--- src/rtl/inst_loader_pkg.sv ---
// Shared widths, state encoding and helpers for the instruction loader.
package inst_loader_pkg;

    localparam int unsigned HDR_W        = 16;
    localparam int unsigned BYTE_W       = 8;
    localparam int unsigned OPCDE_W_DFLT  = 9;
    localparam int unsigned PGMCTR_W_DFLT = 10;

    typedef enum logic [2:0] {
        IDLE    = 3'd0,
        LEN_LO  = 3'd1,
        LEN_HI  = 3'd2,
        INST_LO = 3'd3,
        INST_HI = 3'd4,
        FIN     = 3'd5
    } ld_state_t;

    // High-byte bits that do not fit into a w-bit instruction (w in 9..16).
    function automatic logic [BYTE_W-1:0] excess_mask(input int unsigned w);
        return 8'hFF << (w - BYTE_W);
    endfunction

endpackage

--- src/rtl/inst_loader_asm.sv ---
// Two-byte instruction assembler with a registered RAM write port.
module inst_loader_asm
    import inst_loader_pkg::*;
#(
    parameter int unsigned OPCDE_W  = OPCDE_W_DFLT,
    parameter int unsigned PGMCTR_W = PGMCTR_W_DFLT
) (
    input  logic                clk,
    input  logic                reset,
    input  logic [BYTE_W-1:0]   i_byte,
    input  logic                i_lo_we,
    input  logic                i_hi_we,
    input  logic [PGMCTR_W-1:0] i_addr,
    output logic                o_excess,
    output logic                o_wr_en,
    output logic [PGMCTR_W-1:0] o_wr_addr,
    output logic [OPCDE_W-1:0]  o_wr_data
);

    logic [BYTE_W-1:0]  r_lo;
    logic [OPCDE_W-1:0] w_word;

    // Combine the current high byte with the held low byte; flag dropped bits.
    always_comb begin
        w_word   = OPCDE_W'({i_byte, r_lo});
        o_excess = |(i_byte & excess_mask(OPCDE_W));
    end

    // Hold the low byte, then register the finished word and its address.
    always_ff @(posedge clk) begin
        if (reset) begin
            r_lo      <= '0;
            o_wr_en   <= 1'b0;
            o_wr_addr <= '0;
            o_wr_data <= '0;
        end else begin
            o_wr_en <= i_hi_we;
            if (i_lo_we) begin
                r_lo <= i_byte;
            end
            if (i_hi_we) begin
                o_wr_addr <= i_addr;
                o_wr_data <= w_word;
            end
        end
    end

endmodule

--- src/rtl/inst_loader.sv ---
// Program-image loader: parses a byte stream and fills the instruction RAM.
module inst_loader
    import inst_loader_pkg::*;
#(
    parameter int unsigned OPCDE_W  = OPCDE_W_DFLT,
    parameter int unsigned PGMCTR_W = PGMCTR_W_DFLT
) (
    input  logic                clk,
    input  logic                reset,
    input  logic                start,
    input  logic [BYTE_W-1:0]   in_data,
    input  logic                in_valid,
    output logic                in_ready,
    output logic                wr_en,
    output logic [PGMCTR_W-1:0] wr_addr,
    output logic [OPCDE_W-1:0]  wr_data,
    output logic                busy,
    output logic                done,
    output logic                err,
    output logic [HDR_W-1:0]    inst_cnt
);

    ld_state_t          r_state;
    logic               r_in_ready;
    logic               r_busy;
    logic               r_done;
    logic               r_err;
    logic [HDR_W-1:0]   r_inst_cnt;
    // One spare bit so a full-depth image can count to 2**PGMCTR_W without wrapping.
    logic [PGMCTR_W:0]  r_idx;

    logic               w_xfer;
    logic [HDR_W-1:0]   w_count;
    logic               w_oversize;
    logic               w_last;
    logic               w_excess;

    // Handshake and header/index decode.
    always_comb begin
        w_xfer     = in_valid && r_in_ready;
        w_count    = {in_data, r_inst_cnt[BYTE_W-1:0]};
        w_oversize = 32'(w_count) > (32'd1 << PGMCTR_W);
        w_last     = (32'(r_idx) + 32'd1) == 32'(r_inst_cnt);
    end

    // Load sequencer; in_ready, busy and done are registered alongside the state.
    always_ff @(posedge clk) begin
        if (reset) begin
            r_state    <= IDLE;
            r_in_ready <= 1'b0;
            r_busy     <= 1'b0;
            r_done     <= 1'b0;
            r_err      <= 1'b0;
            r_inst_cnt <= '0;
            r_idx      <= '0;
        end else begin
            r_done <= 1'b0;
            case (r_state)
                IDLE: begin
                    if (start) begin
                        r_state    <= LEN_LO;
                        r_in_ready <= 1'b1;
                        r_busy     <= 1'b1;
                        r_err      <= 1'b0;
                    end
                end
                LEN_LO: begin
                    if (w_xfer) begin
                        r_inst_cnt[BYTE_W-1:0] <= in_data;
                        r_state                <= LEN_HI;
                    end
                end
                LEN_HI: begin
                    if (w_xfer) begin
                        r_inst_cnt[HDR_W-1:BYTE_W] <= in_data;
                        r_idx                      <= '0;
                        if (w_count == '0) begin
                            r_state    <= FIN;
                            r_in_ready <= 1'b0;
                        end else if (w_oversize) begin
                            r_err      <= 1'b1;
                            r_state    <= FIN;
                            r_in_ready <= 1'b0;
                        end else begin
                            r_state <= INST_LO;
                        end
                    end
                end
                INST_LO: begin
                    if (w_xfer) begin
                        r_state <= INST_HI;
                    end
                end
                INST_HI: begin
                    if (w_xfer) begin
                        if (w_excess) begin
                            r_err <= 1'b1;
                        end
                        r_idx <= r_idx + 1'b1;
                        if (w_last) begin
                            r_state    <= FIN;
                            r_in_ready <= 1'b0;
                        end else begin
                            r_state <= INST_LO;
                        end
                    end
                end
                FIN: begin
                    r_state <= IDLE;
                    r_busy  <= 1'b0;
                    r_done  <= 1'b1;
                end
                default: begin
                    r_state    <= IDLE;
                    r_in_ready <= 1'b0;
                    r_busy     <= 1'b0;
                end
            endcase
        end
    end

    inst_loader_asm #(
        .OPCDE_W  (OPCDE_W),
        .PGMCTR_W (PGMCTR_W)
    ) u_asm (
        .clk       (clk),
        .reset     (reset),
        .i_byte    (in_data),
        .i_lo_we   (w_xfer && (r_state == INST_LO)),
        .i_hi_we   (w_xfer && (r_state == INST_HI)),
        .i_addr    (r_idx[PGMCTR_W-1:0]),
        .o_excess  (w_excess),
        .o_wr_en   (wr_en),
        .o_wr_addr (wr_addr),
        .o_wr_data (wr_data)
    );

    always_comb begin
        in_ready = r_in_ready;
        busy     = r_busy;
        done     = r_done;
        err      = r_err;
        inst_cnt = r_inst_cnt;
    end

endmodule

--- config.mk ---
export PLATFORM = sky130hd
export DESIGN_NAME = inst_loader
export DESIGN_NICKNAME = d
export VERILOG_FILES = /design/src/rtl/inst_loader_pkg.sv /design/src/rtl/inst_loader_asm.sv /design/src/rtl/inst_loader.sv
export SDC_FILE = /design/constraint.sdc
export NUM_CORES = 1
export LEC_CHECK = 0
export BUFFER_PORTS_ARGS = -buffer_cell sky130_fd_sc_hd__buf_2
export CAP_MARGIN = 30
export CELL_PAD_IN_SITES_DETAIL_PLACEMENT = 1
export CELL_PAD_IN_SITES_GLOBAL_PLACEMENT = 1
export CORE_MARGIN = 2
export CORE_UTILIZATION = 41
export DETAILED_ROUTE_END_ITERATION = 16
export MAX_ROUTING_LAYER = met4
export PLACE_DENSITY_LB_ADDON = 0.1
export SETUP_SLACK_MARGIN = 0.2
export SKIP_CTS_REPAIR_TIMING = 1
export SYNTH_ARGS = -nofsm -noshare
export SYNTH_HDL_FRONTEND = slang
export SYNTH_SLANG_ARGS = --single-unit
--- constraint.sdc ---
create_clock -name clk -period 2.71 [get_ports clk]
set_input_delay 0.542 -clock clk [delete_from_list [all_inputs] [get_ports clk]]
set_output_delay 0.542 -clock clk [all_outputs]
set_load 0.01 [all_outputs]
# After elaboration in Yosys (flattened, before gate mapping)

Index checks and enable logic that the tools add are counted.

Flip-flop bits (word level): 62
Input bits: 12

$add $sub $neg: 2
$lt $le $gt $ge: 1
Equal/unequal tests: 16
Mux-type cells: 28
Bitwise gates (word level): 2
Reductions and logical operators: 17

Operators by type and width:

| kind                  | count |
|---|---|
| $mux 3                | 8 |
| $mux 11               | 2 |
| $pmux 11 s2           | 1 |
| $eq 12x16->1          | 1 |
| $gt 16x11->1 const B  | 1 |
| $logic_not 16->1      | 1 |
| $ne 2x2->1 const B    | 8 |
| $pmux 3 s5            | 1 |
| $mux 1                | 13 |
| $add 11x1->12 const B | 1 |
| $add 11x1->11 const B | 1 |
| $reduce_and 7->1      | 1 |
| $reduce_or 7->1       | 1 |
| $eq 3x2->1 const B    | 2 |
| $eq 3x3->1 const B    | 2 |
| $reduce_and 2->1      | 3 |
| $reduce_and 6->1      | 1 |
| $reduce_and 5->1      | 1 |
| $pmux 1 s4            | 1 |
| $reduce_or 4->1       | 1 |
| $eq 3x1->1 const B    | 1 |
| $logic_and 1x1->1     | 3 |
| $logic_not 3->1       | 1 |
| $ne 3x3->1 const B    | 1 |
| other kinds (8)       | 9 |

# Longest topological paths before layout

Depth in word-level cells: 5
Gate-level depth with buffers: 8
Mapped depth without buffers: 7

# Cells and area by module

A second synthesis with hierarchy kept.

Cell total of the unflattened synthesis: 333
Area total of the unflattened synthesis: 2897.8 um^2

By module, submodules not included:

| module          | instances | cells each | area an instance (um^2) | seq. area each (um^2) |
|---|---|---|---|---|
| inst_loader     | 1         | 241        | 1899.3                  | 680.7 |
| inst_loader_asm | 1         | 92         | 998.5                   | 560.5 |

# Least setup slack after synthesis

Ideal clock, no wire load.

Path kind: flip-flop to flip-flop
Start point: register r_idx[0]
End point: register r_state[2]
Setup time: 0.125 ns
Arrival time: 1.858 ns
Slack: 0.727 ns
Stages on the path, launching flop included: 8
Path buffers: 0
Period minus slack after synthesis: 1.983 ns
Cells stage by stage: dfxtp_1 -> ha_1 -> nand3_1 -> or4_1 -> a21oi_1 -> a21oi_1 -> and3_1 -> o2bb2ai_1

Word-level cells in the longest chain between the ends: 5

Ends and longest elaborated chain:

| item                     | line               | RTL |
|---|---|---|
| start: declaration       | inst_loader.sv:30  | `logic [PGMCTR_W:0] r_idx;` |
| start signal: assignment | inst_loader.sv:99  | `r_idx <= r_idx + 1'b1;` |
| $add 11x1->12            | inst_loader.sv:43  | `w_last = (32'(r_idx) + 32'd1) == 32'(r_inst_cnt);` |
| $eq 12x16->1             | inst_loader.sv:43  |  |
| $mux 3                   | inst_loader.sv:100 | `if (w_last) begin` |
| $mux 3                   | inst_loader.sv:95  | `if (w_xfer) begin` |
| $pmux 3 s5               | inst_loader.sv:58  | `case (r_state)` |
| end signal: assignment   | inst_loader.sv:61  | `r_state <= LEN_LO;` |
| end signal: assignment   | inst_loader.sv:101 | `r_state <= FIN;` |
| end signal: assignment   | inst_loader.sv:104 | `r_state <= INST_LO;` |
| end: declaration         | inst_loader.sv:23  | `ld_state_t r_state;` |

Every way passes these cells. The select of a mux whose other input is x is not followed.
A chain may end at the register's enable or synchronous reset.

# Final worst setup path

Start point: register r_idx[1]
End point: register r_state[2]

The elaborated chain is that of the path after synthesis.

==> flow_summary_export.csv <==
group,metric,value,unit
worst_setup_path,cp_max_fo,8,
global_route,grt_usage,0.233,
sta,min_period,2250,ps
global_route,grt_max_degree,38,
route,vias,2739,
sta,finalCritPeriodShare,0.830,
logic_synthesis,async_reset_ff_frac,0,
logic_synthesis,syn-cell-area,2940,um2
logic_synthesis,synthesis.nets,373,
route,first_pass_iters,4,
power,switching_share,0.269,
logic_synthesis,ys_seq_elements,62,
layout,layout-drive-gt1-share,0.219,
power,p_int,1.42,mW
run_status,status,"completed",
global_route,grt_overflow,0,
sta,slew_violations,0,
power,p_leak,1.40,nW
global_route,grt_pass1_vias,2598,
route,drt-met1-wl,3930,um
min_path,hold_class,"reg -> reg",
sta,setup_viol,0,
sta,hold_viol,0,
route,wl_met2,3980,um
sta,tightestPinTransition,807,ps
power,switchingPower,521,uW
die,rows,30,
die,pin_count,52,
power,ir_worst_vdd,0.255,mV
logic_synthesis,ys.warnings.count,0,
worst_setup_path,arrival,2460,ps
clock_tree,clkSinkCount,62,
logic_synthesis,ys_types,55,
worst_setup_path,crit_path_start_kind,"register",
place,hpwlAfterDp,5860,um
worst_setup_path,crit_path_frequent_cell,"a21oi_1",
die,fp.dieH,88.7,um
layout,diodes,0,
sta,fmax,445,MHz
layout,syn_to_final_growth,17.4,%
logic_synthesis,avgSynthCellArea,8.17,um2
die,die_area,7870,um2
global_route,antenna_found_initial,0,
place,portBuffers,51,
layout,final_nets,419,
worst_setup_path,end_kind,"register",
clock_tree,root_buffer,"clkbuf_8",
logic_synthesis,synth_flop_cell,"dfxtp_1",
power,p_per_area,561,nW/um2
global_route,grt_pass1_wl,13400,um
sta,max_slew_margin,0.460,
route,wl_per_cell,16.5,um
sta,skew,5.92,ps
worst_setup_path,path_cells,"ha_1, nand3_1, or4_1, a21oi_1, a21oi_1, and3_1, o2bb2ai_1",
clock_tree,cts_tree,"yes",
clock_tree,h-tree-depth,3,
power,seqPwrFrac,0.494,
route,wl_met3,327,um
die,core,6870,um2
die,die_w,88.7,um
route,drt-total-wl,8340,um
sta,rsz0062_at_grt,"false",
worst_setup_path,critical-path-max-stage-delay,540,ps
die,start_util,0.428,
route,routed.top_layer,"met4",
clock_tree,clk_pin_slew_worst_paths,70,ps
logic_synthesis,synth-edff-count,0,
clock_tree,cts_buffers,9,
worst_setup_path,worstPathRequired,2920,ps
power,power_frac_comb,0.081,
layout,final_core_util,0.503,
place,gp_congestion,0.812,
route,ant_nets,0,
clock_tree,clock_latency,350,ps
route,via_per_inst,5.40,
clock_tree,clock_path_buffers,2,
worst_setup_path,crit_type,"reg -> reg",
sta,fin_setup_tns,0,ps
logic_synthesis,syn_inst,360,
route,drtIter0Drc,73,
route,drc_errors,0,
job,maxCapViolCount,0,
worst_setup_path,critPathSlowestCell,"or4_1",
power,p_clk_frac,0.425,
logic_synthesis,synth-seq-area-share,0.422,
==> per-layer routing <==
layer / up-vias / GRT usage
met3: 12 / 0.0550
met1: 1317 / 0.291
met5: - / -
met4: 0 / 0.0758
li1: 1359 / -
met2: 51 / 0.372
==> flip-flops by register name (all words and copies together) (netlist names) <==
register and count:
r_idx 11, u_asm.o_wr_en 1, inst_cnt 16, done 1, err 1, r_state 3
u_asm.o_wr_data 9, u_asm.r_lo 8, busy 1, in_ready 1, u_asm.o_wr_addr 10
==> synth_stat cells (all sizes together), types with 2 or more instances <==
library cell	number	share of area
nor2b	6	0.013
xor2	4	0.012
o21a	2	0.0051
buf	7	0.022
or3	2	0.0047
a31oi	4	0.0085
nand2	54	0.069
nor3	7	0.012
and3	6	0.014
o21ai	23	0.039
nor4b	2	0.0060
xnor2	7	0.021
nor2	42	0.054
a21oi	48	0.082
nand2b	2	0.0043
nand4	2	0.0064
inv	3	0.0038
or4	6	0.017
mux2i	17	0.058
clkbuf	18	0.026
nand3	8	0.017
nor4	4	0.0085
nand4b	2	0.0060
dfxtp	62	0.42
==> kinds of logic after synthesis <==
| group | share of synthesized area |
|---|---|
| AO/OA/AOI/OAI | 0.184 |
| XOR/XNOR | 0.0327 |
| adder cells (fa/ha/maj) | 0.00425 |
| buffers and inverters | 0.0523 |
| flip-flops | 0.422 |
| multiplexers | 0.0578 |
| AND/OR/NAND/NOR | 0.247 |
==> final timing paths <==
path	from	endpoint	slack (ps)	cells after the start
setup / recovery	r_idx[1]	r_state[2]	460	7
hold / removal	u_asm.o_wr_addr[8]	u_asm.o_wr_addr[8]	450	2
setup reg to reg	r_idx[1]	r_state[2]	460	7
hold reg to reg	u_asm.o_wr_addr[8]	u_asm.o_wr_addr[8]	450	2
==> through the flow <==
step	std cells	total power, mW	hold slack (ps)	area, um2	worst slack (ps)
2_1_floorplan	360	1.07	432	2940	727
3_3_place_gp	491	1.13	439	3260	542
3_5_place_dp	491	1.13	447	3260	439
4_1_cts	507	1.96	458	3450	392
5_1_grt	507	2.02	475	3450	271
6_report	507	1.94	452	3450	462
==> power by group through the flow <==
stage / registers (mW) / clock network (mW) / logic [mW]
finish: 0.957 / 0.823 / 0.158
global route: 0.960 / 0.887 / 0.177
CTS: 0.957 / 0.849 / 0.158
detailed placement: 0.978 / 0 / 0.155
global placement: 0.976 / 0 / 0.152
floorplan: 0.959 / 0 / 0.108
==> worst max-delay path: cells and delay by family (launching register included) <==
family          cells  cell delay, ps
compound gates      3             350
fa+ha+maj           1             310
flops               1             440
simple gates        3            1010
==> cells in the final DEF, fill, tap and decap left out, drive strengths merged, types with 2 or more instances in the layout <==
cell type  synthesis  final
nor2              42     42
a31oi              4      4
nand2b             2      2
and3               6      6
xor2               4      4
nand4              2      2
buf                7     60
o21a               2      2
or3                2      2
nand4b             2      2
or4                6      6
nor4               4      4
mux2i             17     17
nor2b              6      6
nor4b              2      2
inv                3      4
clkbuf            18      9
a21oi             48     48
nand3              8      8
nor3               7      7
nand2             54     54
dfxtp             62     62
xnor2              7      7
o21ai             23     23
clkinv             0      4
==> layout make-up <==
| type | count | area (um2) |
|---|---|---|
| fillers | 867 | 3410 |
| multi-input cells | 270 | 1550 |
| well taps | 96 | 120 |
| flip-flops and latches | 62 | 1240 |
| clock inverters | 7 | 73.8 |
| clock buffers | 9 | 124 |
| inverters | 3 | 11.3 |
| repair buffers | 60 | 335 |
No activity file was read; power rests on OpenSTA's default activity.
